$ cat config.mk
export PLATFORM = sky130hd
export DESIGN_NAME = br_history_checkpoint_queue_flat
export DESIGN_NICKNAME = d
export VERILOG_FILES = /design/src/rtl/br_history_checkpoint_queue_pkg.sv /design/src/rtl/br_history_checkpoint_queue_if.sv /design/src/rtl/br_checkpoint_pointer.sv /design/src/rtl/br_history_checkpoint_queue.sv /design/src/flat_wrapper.sv
export SDC_FILE = /design/constraint.sdc
export NUM_CORES = 1
export LEC_CHECK = 0
export ABC_AREA = 1
export BUFFER_PORTS_ARGS = -buffer_cell sky130_fd_sc_hd__buf_2
export CAP_MARGIN = 20
export CELL_PAD_IN_SITES_DETAIL_PLACEMENT = 1
export CELL_PAD_IN_SITES_GLOBAL_PLACEMENT = 2
export CORE_ASPECT_RATIO = 0.7
export CORE_UTILIZATION = 38
export CTS_CLUSTER_DIAMETER = 200
export DETAILED_ROUTE_END_ITERATION = 8
export HOLD_SLACK_MARGIN = 0.02
export PLACE_DENSITY = 0.83
export SYNTH_ARGS = -nofsm -noshare
export SYNTH_HDL_FRONTEND = slang
export SYNTH_SLANG_ARGS = --single-unit
$ cat constraint.sdc
create_clock -name clk -period 6.85 [get_ports clk]
set_input_delay 1.37 -clock clk [delete_from_list [all_inputs] [get_ports clk]]
set_output_delay 1.37 -clock clk [all_outputs]
set_load 0.01 [all_outputs]
$ cat src/rtl/br_history_checkpoint_queue_pkg.sv
// Shared fetch-unit types for the branch-history checkpoint queue.
// Holds the global-history width, the checkpoint depth, the tag type and the
// per-entry snapshot layout, plus the helper that builds a corrected history.
package br_history_checkpoint_queue_pkg;

  localparam int BR_CHECKPOINT_ENTRY_NUM         = 16;
  localparam int BRANCH_GLOBAL_HISTORY_BIT_WIDTH = 10;
  localparam int BR_CHECKPOINT_TAG_WIDTH         = $clog2(BR_CHECKPOINT_ENTRY_NUM);
  localparam int BR_CHECKPOINT_FETCH_WIDTH       = 2;
  localparam int BR_CHECKPOINT_COMMIT_WIDTH      = 2;

  typedef logic [BRANCH_GLOBAL_HISTORY_BIT_WIDTH-1:0] BranchGlobalHistoryPath;
  typedef logic [BR_CHECKPOINT_TAG_WIDTH-1:0]         BrCheckpointTagPath;

  typedef struct packed {
    BranchGlobalHistoryPath history;
    logic                   predTaken;
  } BrHistoryCheckpointEntry;

  // History as it should have been after the branch: the pre-branch snapshot
  // shifted left with the resolved direction in the LSB; the oldest bit falls off.
  function automatic BranchGlobalHistoryPath CorrectedHistory(
    input BranchGlobalHistoryPath history,
    input logic                   taken
  );
    return BranchGlobalHistoryPath'({history, taken});
  endfunction

endpackage

$ cat src/rtl/br_history_checkpoint_queue_if.sv
// Fetch / IntEx / commit side connection of the checkpoint queue.
//   master : fetch, IntEx and commit drive requests, receive tags and recovery
//   slave  : the queue itself
// Signals: allocValid/allocHistory/allocPredTaken -> allocTag/allocStall,
//          mispredValid/mispredTag/mispredTaken -> recoverBrHistory/recoveredBrHistory,
//          releaseNum (entries retired from the head).
interface br_history_checkpoint_queue_if #(
  parameter int ENTRY_NUM    = 16,
  parameter int GH_WIDTH     = 10,
  parameter int FETCH_WIDTH  = 2,
  parameter int COMMIT_WIDTH = 2
);
  localparam int TAG_WIDTH     = $clog2(ENTRY_NUM);
  localparam int RELEASE_WIDTH = $clog2(COMMIT_WIDTH + 1);

  logic [FETCH_WIDTH-1:0]                allocValid;
  logic [FETCH_WIDTH-1:0][GH_WIDTH-1:0]  allocHistory;
  logic [FETCH_WIDTH-1:0]                allocPredTaken;
  logic [FETCH_WIDTH-1:0][TAG_WIDTH-1:0] allocTag;
  logic                                  allocStall;

  logic                                  mispredValid;
  logic [TAG_WIDTH-1:0]                  mispredTag;
  logic                                  mispredTaken;

  logic [RELEASE_WIDTH-1:0]              releaseNum;

  logic                                  recoverBrHistory;
  logic [GH_WIDTH-1:0]                   recoveredBrHistory;

  modport master (
    output allocValid, allocHistory, allocPredTaken,
    output mispredValid, mispredTag, mispredTaken,
    output releaseNum,
    input  allocTag, allocStall, recoverBrHistory, recoveredBrHistory
  );

  modport slave (
    input  allocValid, allocHistory, allocPredTaken,
    input  mispredValid, mispredTag, mispredTaken,
    input  releaseNum,
    output allocTag, allocStall, recoverBrHistory, recoveredBrHistory
  );

endinterface

$ cat src/rtl/br_checkpoint_pointer.sv
// Head/tail pointer pair for a multi-push, multi-pop circular queue.
// Pointers carry one extra wrap bit so full and empty are distinguishable.
// Ports: pushNum (entries appended at tail), popNum (entries retired at head),
//        truncate/truncTag (cut the tail back to just after truncTag),
//        tail, count, full, empty.
module br_checkpoint_pointer #(
  parameter int ENTRY_NUM      = 16,
  parameter int PUSH_NUM_WIDTH = 2,
  parameter int POP_NUM_WIDTH  = 2,
  localparam int TAG_WIDTH     = $clog2(ENTRY_NUM)
) (
  input  logic                      clk,
  input  logic                      rst,
  input  logic [PUSH_NUM_WIDTH-1:0] pushNum,
  input  logic [POP_NUM_WIDTH-1:0]  popNum,
  input  logic                      truncate,
  input  logic [TAG_WIDTH-1:0]      truncTag,
  output logic [TAG_WIDTH:0]        tail,
  output logic [TAG_WIDTH:0]        count,
  output logic                      full,
  output logic                      empty
);

  typedef logic [TAG_WIDTH:0] PtrPath;

  PtrPath head;
  PtrPath headNext;
  PtrPath tailNext;
  PtrPath truncOffset;
  PtrPath liveAfter;
  PtrPath popEff;

  // The truncation tag has no wrap bit; its distance from head rebuilds it.
  always_comb begin
    truncOffset = {1'b0, truncTag - head[TAG_WIDTH-1:0]};
    tailNext    = truncate ? head + truncOffset + PtrPath'(1)
                           : tail + PtrPath'(pushNum);
    // Head may never overtake the (possibly truncated) tail.
    liveAfter   = tailNext - head;
    popEff      = (PtrPath'(popNum) > liveAfter) ? liveAfter : PtrPath'(popNum);
    headNext    = head + popEff;
  end

  assign count = tail - head;
  assign empty = (head == tail);
  assign full  = (head[TAG_WIDTH] != tail[TAG_WIDTH]) &&
                 (head[TAG_WIDTH-1:0] == tail[TAG_WIDTH-1:0]);

  // NOTE: clocked state uses non-blocking assignments so every flop samples
  // the pre-edge values regardless of statement order.
  always_ff @(posedge clk) begin
    if (rst) begin
      head <= '0;
      tail <= '0;
    end else begin
      head <= headNext;
      tail <= tailNext;
    end
  end

  always @(posedge clk) begin
    if (!rst) begin
      assert (PtrPath'(popNum) <= count);
      if (truncate) assert (truncOffset < count);
    end
  end

endmodule

$ cat src/rtl/br_history_checkpoint_queue.sv
// Circular queue of global-history snapshots, one per predicted conditional
// branch. Fetch allocates entries and gets tags back; a mispredict returns
// the corrected history to gshare one cycle later and drops younger entries;
// commit releases entries from the head in order.
// Ports: clk, rst (sync, active high), bus (slave side of the queue
//        interface), count / empty / full occupancy status.
// GH_WIDTH must match the package history width used for entry storage.
module br_history_checkpoint_queue
  import br_history_checkpoint_queue_pkg::*;
#(
  parameter int ENTRY_NUM    = BR_CHECKPOINT_ENTRY_NUM,
  parameter int GH_WIDTH     = BRANCH_GLOBAL_HISTORY_BIT_WIDTH,
  parameter int FETCH_WIDTH  = BR_CHECKPOINT_FETCH_WIDTH,
  parameter int COMMIT_WIDTH = BR_CHECKPOINT_COMMIT_WIDTH,
  localparam int TAG_WIDTH   = $clog2(ENTRY_NUM)
) (
  input  logic                   clk,
  input  logic                   rst,
  br_history_checkpoint_queue_if.slave bus,
  output logic [TAG_WIDTH:0]     count,
  output logic                   empty,
  output logic                   full
);

  localparam int PUSH_NUM_WIDTH = $clog2(FETCH_WIDTH + 1);
  localparam int POP_NUM_WIDTH  = $clog2(COMMIT_WIDTH + 1);

  typedef logic [TAG_WIDTH:0]      PtrPath;
  typedef logic [PUSH_NUM_WIDTH-1:0] PushNumPath;

  BrHistoryCheckpointEntry entries [ENTRY_NUM];

  PtrPath     tail;
  PushNumPath validCount;
  PushNumPath pushNum;
  logic       doAlloc;

  // Tag of each lane is tail plus the number of valid lanes below it.
  always_comb begin
    validCount = '0;
    for (int i = 0; i < FETCH_WIDTH; i++) begin
      bus.allocTag[i] = tail[TAG_WIDTH-1:0] + TAG_WIDTH'(validCount);
      if (bus.allocValid[i]) validCount += PushNumPath'(1);
    end
  end

  // Stall depends only on current occupancy, never on this cycle's release.
  assign bus.allocStall = PtrPath'(validCount) > (PtrPath'(ENTRY_NUM) - count);
  assign doAlloc        = !bus.allocStall && !bus.mispredValid;
  assign pushNum        = doAlloc ? validCount : '0;

  br_checkpoint_pointer #(
    .ENTRY_NUM      (ENTRY_NUM),
    .PUSH_NUM_WIDTH (PUSH_NUM_WIDTH),
    .POP_NUM_WIDTH  (POP_NUM_WIDTH)
  ) pointer (
    .clk      (clk),
    .rst      (rst),
    .pushNum  (pushNum),
    .popNum   (bus.releaseNum),
    .truncate (bus.mispredValid),
    .truncTag (bus.mispredTag),
    .tail     (tail),
    .count    (count),
    .full     (full),
    .empty    (empty)
  );

  // NOTE: snapshot storage has no reset; validity is tracked purely by the
  // pointers, so stale contents are never observed.
  always_ff @(posedge clk) begin
    for (int i = 0; i < FETCH_WIDTH; i++) begin
      if (doAlloc && bus.allocValid[i]) begin
        entries[bus.allocTag[i]] <= '{history: bus.allocHistory[i],
                                      predTaken: bus.allocPredTaken[i]};
      end
    end
  end

  always_ff @(posedge clk) begin
    if (rst) begin
      bus.recoverBrHistory   <= 1'b0;
      bus.recoveredBrHistory <= '0;
    end else begin
      bus.recoverBrHistory <= bus.mispredValid;
      if (bus.mispredValid) begin
        bus.recoveredBrHistory <= CorrectedHistory(entries[bus.mispredTag].history,
                                                   bus.mispredTaken);
      end
    end
  end

  // A mispredict must contradict the direction that was predicted.
  always @(posedge clk) begin
    if (!rst && bus.mispredValid) begin
      assert (entries[bus.mispredTag].predTaken != bus.mispredTaken);
    end
  end

endmodule

$ cat src/flat_wrapper.sv
// flat-port wrapper written by rule: the top's interface ports become plain ports
module br_history_checkpoint_queue_flat import br_history_checkpoint_queue_pkg::*;
#(
  parameter int ENTRY_NUM    = BR_CHECKPOINT_ENTRY_NUM,
  parameter int GH_WIDTH     = BRANCH_GLOBAL_HISTORY_BIT_WIDTH,
  parameter int FETCH_WIDTH  = BR_CHECKPOINT_FETCH_WIDTH,
  parameter int COMMIT_WIDTH = BR_CHECKPOINT_COMMIT_WIDTH,
  localparam int TAG_WIDTH   = $clog2(ENTRY_NUM)
)
  (clk, rst, count, empty, full, bus_allocValid, bus_allocHistory, bus_allocPredTaken, bus_mispredValid, bus_mispredTag, bus_mispredTaken, bus_releaseNum, bus_allocTag, bus_allocStall, bus_recoverBrHistory, bus_recoveredBrHistory);
  br_history_checkpoint_queue_if #(.ENTRY_NUM(ENTRY_NUM), .GH_WIDTH(GH_WIDTH), .FETCH_WIDTH(FETCH_WIDTH), .COMMIT_WIDTH(COMMIT_WIDTH)) bus_i ();
  input  logic clk;
  input  logic rst;
  output logic [TAG_WIDTH:0] count;
  output logic empty;
  output logic full;
  input wire logic [$bits(bus_i.allocValid)-1:0] bus_allocValid;
  input wire logic [$bits(bus_i.allocHistory)-1:0] bus_allocHistory;
  input wire logic [$bits(bus_i.allocPredTaken)-1:0] bus_allocPredTaken;
  input wire logic [$bits(bus_i.mispredValid)-1:0] bus_mispredValid;
  input wire logic [$bits(bus_i.mispredTag)-1:0] bus_mispredTag;
  input wire logic [$bits(bus_i.mispredTaken)-1:0] bus_mispredTaken;
  input wire logic [$bits(bus_i.releaseNum)-1:0] bus_releaseNum;
  output wire logic [$bits(bus_i.allocTag)-1:0] bus_allocTag;
  output wire logic [$bits(bus_i.allocStall)-1:0] bus_allocStall;
  output wire logic [$bits(bus_i.recoverBrHistory)-1:0] bus_recoverBrHistory;
  output wire logic [$bits(bus_i.recoveredBrHistory)-1:0] bus_recoveredBrHistory;
  assign bus_i.allocValid = bus_allocValid;
  assign bus_i.allocHistory = bus_allocHistory;
  assign bus_i.allocPredTaken = bus_allocPredTaken;
  assign bus_i.mispredValid = bus_mispredValid;
  assign bus_i.mispredTag = bus_mispredTag;
  assign bus_i.mispredTaken = bus_mispredTaken;
  assign bus_i.releaseNum = bus_releaseNum;
  assign bus_allocTag = bus_i.allocTag;
  assign bus_allocStall = bus_i.allocStall;
  assign bus_recoverBrHistory = bus_i.recoverBrHistory;
  assign bus_recoveredBrHistory = bus_i.recoveredBrHistory;
  br_history_checkpoint_queue #(.ENTRY_NUM(ENTRY_NUM), .GH_WIDTH(GH_WIDTH), .FETCH_WIDTH(FETCH_WIDTH), .COMMIT_WIDTH(COMMIT_WIDTH)) u_core (.clk(clk), .rst(rst), .bus(bus_i), .count(count), .empty(empty), .full(full));
endmodule
# Word level (Yosys, flattened, before mapping)
# Memory sizes are Yosys's and may differ from the RTL's. A register that Yosys moved wholly into a read port is not among the register bits.
# Index checks and enable logic that the tools add are counted.
# word_totals
mem_bits_rw,176
mem_count,1
out_inout_bits,27
reg_bits,21
elab_cells,35
inputBits,34
# op_classes
n_eq_ne,3
n_reduce_logical,6
n_addsub,10
n_mux,9
magnitude_cmp,2
# memory_table
memory,words,word_bits,read_ports,rd_ports_with_merged_regs,write_ports,line,source
u_core.entries,16,11,1,1,2,br_history_checkpoint_queue.sv:31,BrHistoryCheckpointEntry entries [ENTRY_NUM];
# ops
cell,n
2-bit by 5-bit greater-than comparator with 1-bit output,2
5-bit two-way mux,2
5-bit subtractor,2
5-bit by 1-bit adder with 5-bit output (second input constant),1
5-bit by 2-bit adder with 5-bit output,1
5-bit by 4-bit adder with 5-bit output,1
5-bit adder,1
5-bit == test,1
1-bit two-way mux,5
5-bit subtractor (first input constant),1
4-bit by 1-bit adder with 4-bit output,1
4-bit == test,1
1-bit logical AND,4
2-bit two-way mux,2
4-bit subtractor,1
1-bit by 1-bit adder with 2-bit output (second input constant),1
1-bit logical NOT,2
1-bit inequality test,1

# Longest topological paths before layout
# Gate-level depths: netlist of run 1.
# depth
depth_word,13
ltp_mapped,40
mapped_depth_nobuf,38

# Cells and area by module
# From an unflattened synthesis of run 1, not the netlist that was laid out.
# hier_totals
hier_cells,1348
hier_area_um2,10144.7
# modules_own_cells
module,area_per_inst_um2,seq_area_each_um2,cells_each,n_inst
br_history_checkpoint_queue,8867.3,4544.4,1176,1
br_checkpoint_pointer,1277.5,200.2,172,1

# Worst setup path before layout of run 1
# No wires, ideal clock.
# synth_path
path_type,in2reg
start,input port bus_allocValid[0]
end,register u_core.pointer.head[4]
setup_ns,0.131
arrival_time_ns,6.140
path_slack_ns,0.579
path_buffers,2
stages,34
required_time_ns,6.719
cell_sequence,ha_1 inv_1 ha_1 nand2_1 inv_1 nor2_1 nand2_2 nor2_2 nor2_4 buf_6 buf_2 inv_1 nor2_1 ha_1 fa_1 inv_1 o21ai_0 inv_1 fa_1 ha_1 a21oi_1 a21oi_1 nand3_1 nor2_1 nand2_1 nand2_1 nand2_1 ha_1 fa_1 nand2_1 nand2_1 a21oi_1 nand2_1 nor3b_1
# synth_via
elab_chain_cells,13
# synth_lines
item,line,source
"start, declared",flat_wrapper.sv:17,input wire logic [$bits(bus_i.allocValid)-1:0] bus_allocValid;
1-bit two-way mux (*),br_history_checkpoint_queue.sv:43,if (bus.allocValid[i]) validCount += PushNumPath'(1);
1-bit by 1-bit adder with 2-bit output,br_history_checkpoint_queue.sv:43,
2-bit two-way mux (*),br_history_checkpoint_queue.sv:43,
2-bit by 5-bit greater-than comparator with 1-bit output (*),br_history_checkpoint_queue.sv:48,assign bus.allocStall = PtrPath'(validCount) > (PtrPath'(ENTRY_NUM) - count);
named net bus_allocStall,flat_wrapper.sv:25,output wire logic [$bits(bus_i.allocStall)-1:0] bus_allocStall;
1-bit logical NOT (*),br_history_checkpoint_queue.sv:49,assign doAlloc = !bus.allocStall && !bus.mispredValid;
1-bit logical AND (*),br_history_checkpoint_queue.sv:49,
2-bit two-way mux (*),br_history_checkpoint_queue.sv:50,assign pushNum = doAlloc ? validCount : '0;
5-bit by 2-bit adder with 5-bit output (*),br_checkpoint_pointer.sv:37,: tail + PtrPath'(pushNum);
5-bit two-way mux (*),br_checkpoint_pointer.sv:36,tailNext = truncate ? head + truncOffset + PtrPath'(1)
named net u_core.pointer.tailNext[1],br_checkpoint_pointer.sv:28,PtrPath tailNext;
5-bit subtractor (*),br_checkpoint_pointer.sv:39,liveAfter = tailNext - head;
2-bit by 5-bit greater-than comparator with 1-bit output,br_checkpoint_pointer.sv:40,popEff = (PtrPath'(popNum) > liveAfter) ? liveAfter : PtrPath'(popNum);
5-bit two-way mux (*),br_checkpoint_pointer.sv:40,
5-bit adder (*),br_checkpoint_pointer.sv:41,headNext = head + popEff;
"end signal, assigned",br_checkpoint_pointer.sv:56,head <= headNext;
"end, declared",br_checkpoint_pointer.sv:26,PtrPath head;
# Mark *: on every way through the listed nets, which the timed path passes. The rest lies on a longest branch.
# A chain may end at the register's enable or synchronous reset.

# Final worst setup path of run 1
# layout_path
start,register u_core.pointer.head[0]
end,register u_core.pointer.head[4]
# layout_via
elab_chain_cells,12
word_cells_on_any_way,15
classes_between,add/sub: 8; order compare: 2; mux: 3; reduce/logical: 2
# layout_lines
item,line,source
5-bit subtractor,br_checkpoint_pointer.sv:44,assign count = tail - head;
5-bit subtractor,br_history_checkpoint_queue.sv:48,
2-bit by 5-bit greater-than comparator with 1-bit output,br_history_checkpoint_queue.sv:48,
1-bit logical NOT,br_history_checkpoint_queue.sv:49,
1-bit logical AND,br_history_checkpoint_queue.sv:49,
2-bit two-way mux,br_history_checkpoint_queue.sv:50,
5-bit by 2-bit adder with 5-bit output,br_checkpoint_pointer.sv:37,
5-bit two-way mux (*),br_checkpoint_pointer.sv:36,
named net u_core.pointer.tailNext[1],br_checkpoint_pointer.sv:28,
5-bit subtractor (*),br_checkpoint_pointer.sv:39,
2-bit by 5-bit greater-than comparator with 1-bit output,br_checkpoint_pointer.sv:40,
5-bit two-way mux (*),br_checkpoint_pointer.sv:40,
5-bit adder (*),br_checkpoint_pointer.sv:41,
# Marked as above.

==> run metrics, run 1 <==
outcome complete, no violations; crit path DAT 6790 ps; YS warnings 0; nets@finish 1315; Synth Cell Area 0.0105 mm²; CORE AREA 0.0270 mm²; CP max stage cell fa_1; Sequential Area 0.00474 mm²; peak supply drop 435 µV; clock root buffer master clkbuf_16; gr ovfl total 0; most frequent CP cell inv_1; leakage 4.80 nW; width of the die 201 µm; critical path class register to register; Synth-to-Final Area Change 9.28%; # IOs 61; Final ANT Viol Nets 0; Initial Utilization 39.0%; Worst R2R End u_core.pointer.head[4]; layout cell share with drive strength beyond 1 12.4%; RSZ-0062 raised after global routing false; RePlAce Congestion 0.826; cell taking the most area after synthesis edfxtp_1; Worst setup SP type register; Hold EP u_core.bus.recoveredBrHistory[0]; worst hold stages 2; largest net degree at the start of global routing 161; Pwr Density 379 mW/mm²; number of instances in the placed design 1591; worst r2r src u_core.pointer.head[0]; dpl hpwl 25600 µm; family with the most delay on the worst path adder cells; Vias/cell 5.90; Final Hold Vio Count 0; area of the multi-input gates 0.00497 mm²; flop2flop setup slack 380 ps; Synth area leaders edfxtp_1 (41%), nand2_1 (13%), nand4_1 (8.6%); HP Class register to register; Fin Setup TNS 0 ps; WL final 40300 µm; final hold slack 462 ps; Fillers 3200; CTS H-tree depth 4; Vias 9583; Final setup viols 0; worst endpoint required time 7170 ps; number of global-route vias before repair 9530; Final Non-Filler Cells 1623; CP bufs+invs 7; Synth Register Bits 165; Worst Skew 11.0 ps; initial antenna violation count 1; Min-Delay Startpoint u_core.bus.recoveredBrHistory[0]; Max-Cap Viols 0; Max Clk Rate 0.155 GHz; cells on worst reg2reg path 35; first-pass GRT wire length 60600 µm; sequential area share after synthesis 45.2%; n_diodes 0; Clock Tree Buf Depth 2; Syn Inst Count 1259; Slew Viols, Final 0; WL/cell 24.8 µm; die area 0.0283 mm²; share of the synthesized area in the top cell type 41.2%; clock insertion delay at the later pin of the skew report 450 ps; num rows 50; TritonCTS clock tree done; GR Util All Layers 29.1%; Initial DRT Pass Iterations 5; Clock Pin Slew Worst Setup and Hold Paths 70 ps; post-synthesis async set-or-reset flop share 0%; worst-path fanout max 3; Die Y 141 µm; CP peak stage delay 580 ps; Slew HR 25.5%; Remaining DRCs 0; fin crit period 6470 ps; library cells used by synthesis 42; Post-CTS Setup Repair Bufs 0; top_reg_cell synth edfxtp_1; Least-Margin Pin Slew 1110 ps; Post-synth EDFFs 144; Mean Syn Cell Area 8.34 µm²; port bufs 56; CTS buffer count 17; Clock Sinks 165; final cycle utilization of the critical path 94.5%; CP Capture Type register; Iter 0 DRT Violations 994
## stage by stage
step,power (W),setup WS (ps),util [%],cell area (µm²)
finish,0.00436,379,42.6,11500
global route,0.00461,9.87,42.6,11500
CTS,0.00432,364,42.5,11500
detailed placement,0.00332,162,40.3,10900
global placement,0.00326,280,40.3,10900
floorplan,0.00279,579,-,10500
## synthesized netlist by cell type (9+ instances only)
| master | count |
|---|---|
| dfxtp_1 | 21 |
| ha_1 | 29 |
| nor2_1 | 135 |
| o21ai_0 | 89 |
| o21ai_2 | 10 |
| nand4_4 | 10 |
| o221ai_1 | 20 |
| xor2_1 | 9 |
| clkbuf_1 | 50 |
| buf_1 | 33 |
| nand4_1 | 145 |
| a21oi_1 | 13 |
| nand3_1 | 31 |
| buf_6 | 11 |
| buf_2 | 9 |
| nand2_1 | 360 |
| inv_1 | 59 |
| nor2_2 | 12 |
| o22ai_1 | 16 |
| edfxtp_1 | 144 |
## layout by cell type (no fill, tap or decap), drive strengths merged
| master | instances |
|---|---|
| nand2 | 363 |
| nand4 | 161 |
| nor2 | 153 |
| edfxtp | 144 |
| o21ai | 105 |
| buf | 78 |
| inv | 63 |
| nand3 | 32 |
| ha | 29 |
| clkbuf | 28 |
| dfxtp | 21 |
| o221ai | 20 |
| o22ai | 16 |
| a21oi | 13 |
| xor2 | 9 |
| fa | 6 |
| xnor2 | 4 |
| clkinv | 4 |
| a211oi | 2 |
| nor3b | 2 |
| conb | 2 |
| nand3b | 1 |
| o21bai | 1 |
| mux2i | 1 |
| a31oi | 1 |
## sequential cells by signal, summed over array words and instances, names as in the netlist
| register | count |
|---|---|
| u_core.bus.recoveredBrHistory | 10 |
| u_core.pointer.tail | 5 |
| u_core.entries | 144 |
| u_core.bus.recoverBrHistory | 1 |
| u_core.pointer.head | 5 |
## power breakdown
part	total, W	switching, W	internal [W]
registers	0.00128	0.0000470	0.00124
clock network	0.00101	0.000431	0.000582
logic	0.00206	0.00149	0.000575
## worst register-to-register path: cells and delay by family (launching register included)
kind | cells | cell delay (ps)
AOI/OAI and AO/OA | 5 | 710
adders and majority gates | 10 | 3470
buffers and inverters | 7 | 450
DFF | 1 | 430
and+or+nand+nor | 13 | 1310
## cell type report
class / instances / area share (%)
multi-input cells: 921 / 43.3
flip-flops and latches: 165 / 41.3
clock buffers: 28 / 5.07
repair buffers: 78 / 4.01
well taps: 364 / 3.97
inverters: 63 / 2.06
clock inverters: 4 / 0.229
## what timing repair did
item,in CTS,in global routing
hold buffers,0,0
endpoints found under the setup margin,0,1
gates resized for setup,0,1
## logic make-up after synthesis
group           synth area share, %
fa+ha+maj                      4.60
xor+xnor                       1.08
flops                          45.2
buf+inv                        7.56
other cells                  0.0357
compound gates                 8.88
simple gates                   32.6
mux                          0.0953
## worst max-delay path by stage
stage	from	to	slack, ps	cells past startpoint
final	u_core.pointer.head[0]	u_core.pointer.head[4]	380	35
after detailed placement	bus_allocValid[0]	u_core.pointer.head[4]	160	33
after global routing	u_core.pointer.head[0]	u_core.pointer.head[4]	10	35
after floorplan	bus_allocValid[0]	u_core.pointer.head[4]	580	34
after CTS	u_core.pointer.head[0]	u_core.pointer.head[4]	360	35
after global placement	bus_allocValid[0]	u_core.pointer.head[4]	280	33
## layer usage
| metal | share of wire, % | wire (µm) | track usage, % |
|---|---|---|---|
| met1 | 48 | 19400 | 43.4 |
| met2 | 42 | 16900 | 41.8 |
| met3 | 8.1 | 3260 | 6.24 |
| met4 | 1.9 | 762 | 8.52 |
| met5 | 0 | 0 | 0 |
Power figures use the tool's default switching activity.
==> run 2, diff against run 1 <==
Settings changed: ABC_AREA 1 to 0, CORE_UTILIZATION 38 to 45, CTS_CLUSTER_SIZE set to 40.
==> run 2 against run 1 <==
Combinational power shrank 19%. Maximum frequency shrank 0.69%. Sequential power is essentially flat. Global-route usage shrank 4.3 points. Critical path depth shrank 6. Via count shrank 39%. Sequential share of layout area grew 2.8 points. Non-clock buffer count shrank 2. Critical path type unchanged. Highest routed layer unchanged.
==> run metrics, run 2 <==
layout cell share with drive strength beyond 1 46.1%; CTS buffer count 17; port bufs 56; width of the die 176 µm; TritonCTS clock tree done; synth cell count leaders edfxtp_1 (144), mux2_2 (140), mux4_2 (45), ha_1 (29), inv_1 (29); Fin Setup TNS 0 ps; hold_buf cts 0; Mean Syn Cell Area 15.0 µm²; PnR worst setup slack 334 ps; Slew HR 27.2%; commonest non-fill, non-tap cell in the layout edfxtp_1; Worst Skew 10.2 ps; Final ANT Viol Nets 0; first-pass GRT wire length 37900 µm; Fillers 1987; num rows 44; pre-CTS setup slack -49.0 ps; Die Y 124 µm; CORE AREA 0.0208 mm²; WL/cell 26.0 µm; Worst setup SP type register; Synth area leaders edfxtp_1 (45%), mux2_2 (17%), mux4_2 (11%); Synth Register Bits 165; most frequent cells in the layout edfxtp_1 (144), mux2_2 (140), buf_2 (56); gr ovfl total 0; YS warnings 0; Slew Viols, Final 0; final hold slack 495 ps; Largest register FFs 144; Clock Tree Buf Depth 2; dpl hpwl 16900 µm; Initial Utilization 46.0%; crit path DAT 6830 ps; largest net degree at the start of global routing 37; Final setup viols 0; GR Util All Layers 24.8%; Syn Inst Count 638; Pwr Density 361 mW/mm²; die area 0.0218 mm²; share of the synthesized area in the top cell type 45.3%; Vias/cell 5.96; top_reg_cell synth edfxtp_1; CTS H-tree depth 4; cell with the most instances after synthesis edfxtp_1; Vias 5813; Final Hold Vio Count 0; worst endpoint required time 7170 ps; HP Class register to register; # IOs 61; outcome complete, no violations; CP max stage cell fa_2; CP Capture Type register; n_diodes 0; post-synthesis async set-or-reset flop share 0%; Synth Cell Area 0.00955 mm²; leakage 3.92 nW; CP peak stage delay 580 ps; clock root buffer master clkbuf_16; worst-path fanout max 3; number of global-route vias before repair 6014; Clock Pin Slew Worst Setup and Hold Paths 70 ps; fin crit period 6520 ps; cell taking the most area after synthesis edfxtp_1; Clock Sinks 165; Initial DRT Pass Iterations 5; peak supply drop 188 µV; Synth-to-Final Area Change 12.7%; clock insertion delay at the later pin of the skew report 450 ps; number of instances in the placed design 941; Least-Margin Pin Slew 1080 ps; RePlAce Congestion 0.795; Remaining DRCs 0; Max Clk Rate 0.153 GHz; initial antenna violation count 0; Final Total Pwr 0.00389 W; WL final 25400 µm; Post-synth EDFFs 144; Iter 0 DRT Violations 498; Final Non-Filler Cells 976; sequential area share after synthesis 49.7%; nets@finish 756; critical path class register to register; most frequent CP cell ha_1; final cycle utilization of the critical path 95.1%; Max-Cap Viols 0; library cells used by synthesis 51
-- run 2: worst paths after layout --
kind	startpoint	endpoint	slack [ps]	cells past startpoint
setup / recovery	u_core.pointer.tail[0]	u_core.pointer.head[4]	330	29
hold / removal	u_core.bus.recoveredBrHistory[4]	u_core.bus.recoveredBrHistory[4]	500	2
setup reg to reg	u_core.pointer.tail[0]	u_core.pointer.head[4]	330	29
hold reg to reg	u_core.bus.recoveredBrHistory[4]	u_core.bus.recoveredBrHistory[4]	500	2
-- run 2: cell families (layout without fill, tap and decap cells) --
| family | count (synthesis) | after routing | share of synthesized area, % |
|---|---|---|---|
| other | 1 | 2 | 0.0393 |
| flip-flops | 165 | 165 | 49.7 |
| multiplexers | 204 | 204 | 29.3 |
| adder cells (fa/ha/maj) | 35 | 35 | 5.06 |
| buffers and inverters | 77 | 138 | 3.54 |
| XOR/XNOR | 21 | 21 | 2.20 |
| AND/OR/NAND/NOR | 89 | 89 | 6.57 |
| AO/OA/AOI/OAI | 46 | 46 | 3.55 |
-- run 2: per-layer routing --
metal	GRT usage, %	part of all wire [%]	vias to the layer above
li1	-	-	2555
met1	33.6	45	3034
met2	40.1	48	202
met3	6.26	6.5	22
met4	6.30	1.0	0
met5	0	0	-
-- run 2: cell type report --
| class | count | area, µm² | area share (%) |
|---|---|---|---|
| repair buffers | 76 | 442 | 4.10 |
| well taps | 276 | 345 | 3.21 |
| flip-flops and latches | 165 | 4750 | 44.1 |
| multi-input cells | 397 | 4540 | 42.2 |
| inverters | 30 | 113 | 1.05 |
| clock inverters | 7 | 67.6 | 0.628 |
| clock buffers | 25 | 508 | 4.72 |
-- run 2: repair_timing --
| action | CTS | global route |
|---|---|---|
| gates resized for setup | 0 | 13 |
| setup endpoints to repair | 0 | 4 |
| setup buffers | 0 | 2 |
-- run 2: stage by stage --
step	util [%]	cell area, µm²
2_1_floorplan	-	9550
3_3_place_gp	48.7	10100
3_5_place_dp	48.7	10100
4_1_cts	51.5	10700
5_1_grt	51.8	10800
6_report	51.8	10800
-- run 2: power by group --
part	switching (W)	internal (W)	total [W]
Sequential	0.0000498	0.00121	0.00126
Clock	0.000407	0.000553	0.000961
Combinational	0.000966	0.000697	0.00166
Total	0.00142	0.00246	0.00389
-- run 2: worst max-delay path, delay by kind of cell (launching register included) --
| family | cells | cell delay [ps] |
|---|---|---|
| compound gates | 7 | 1200 |
| xor+xnor | 1 | 150 |
| fa+ha+maj | 10 | 3410 |
| buf+inv | 5 | 390 |
| flops | 1 | 310 |
| mux | 2 | 410 |
| simple gates | 4 | 520 |
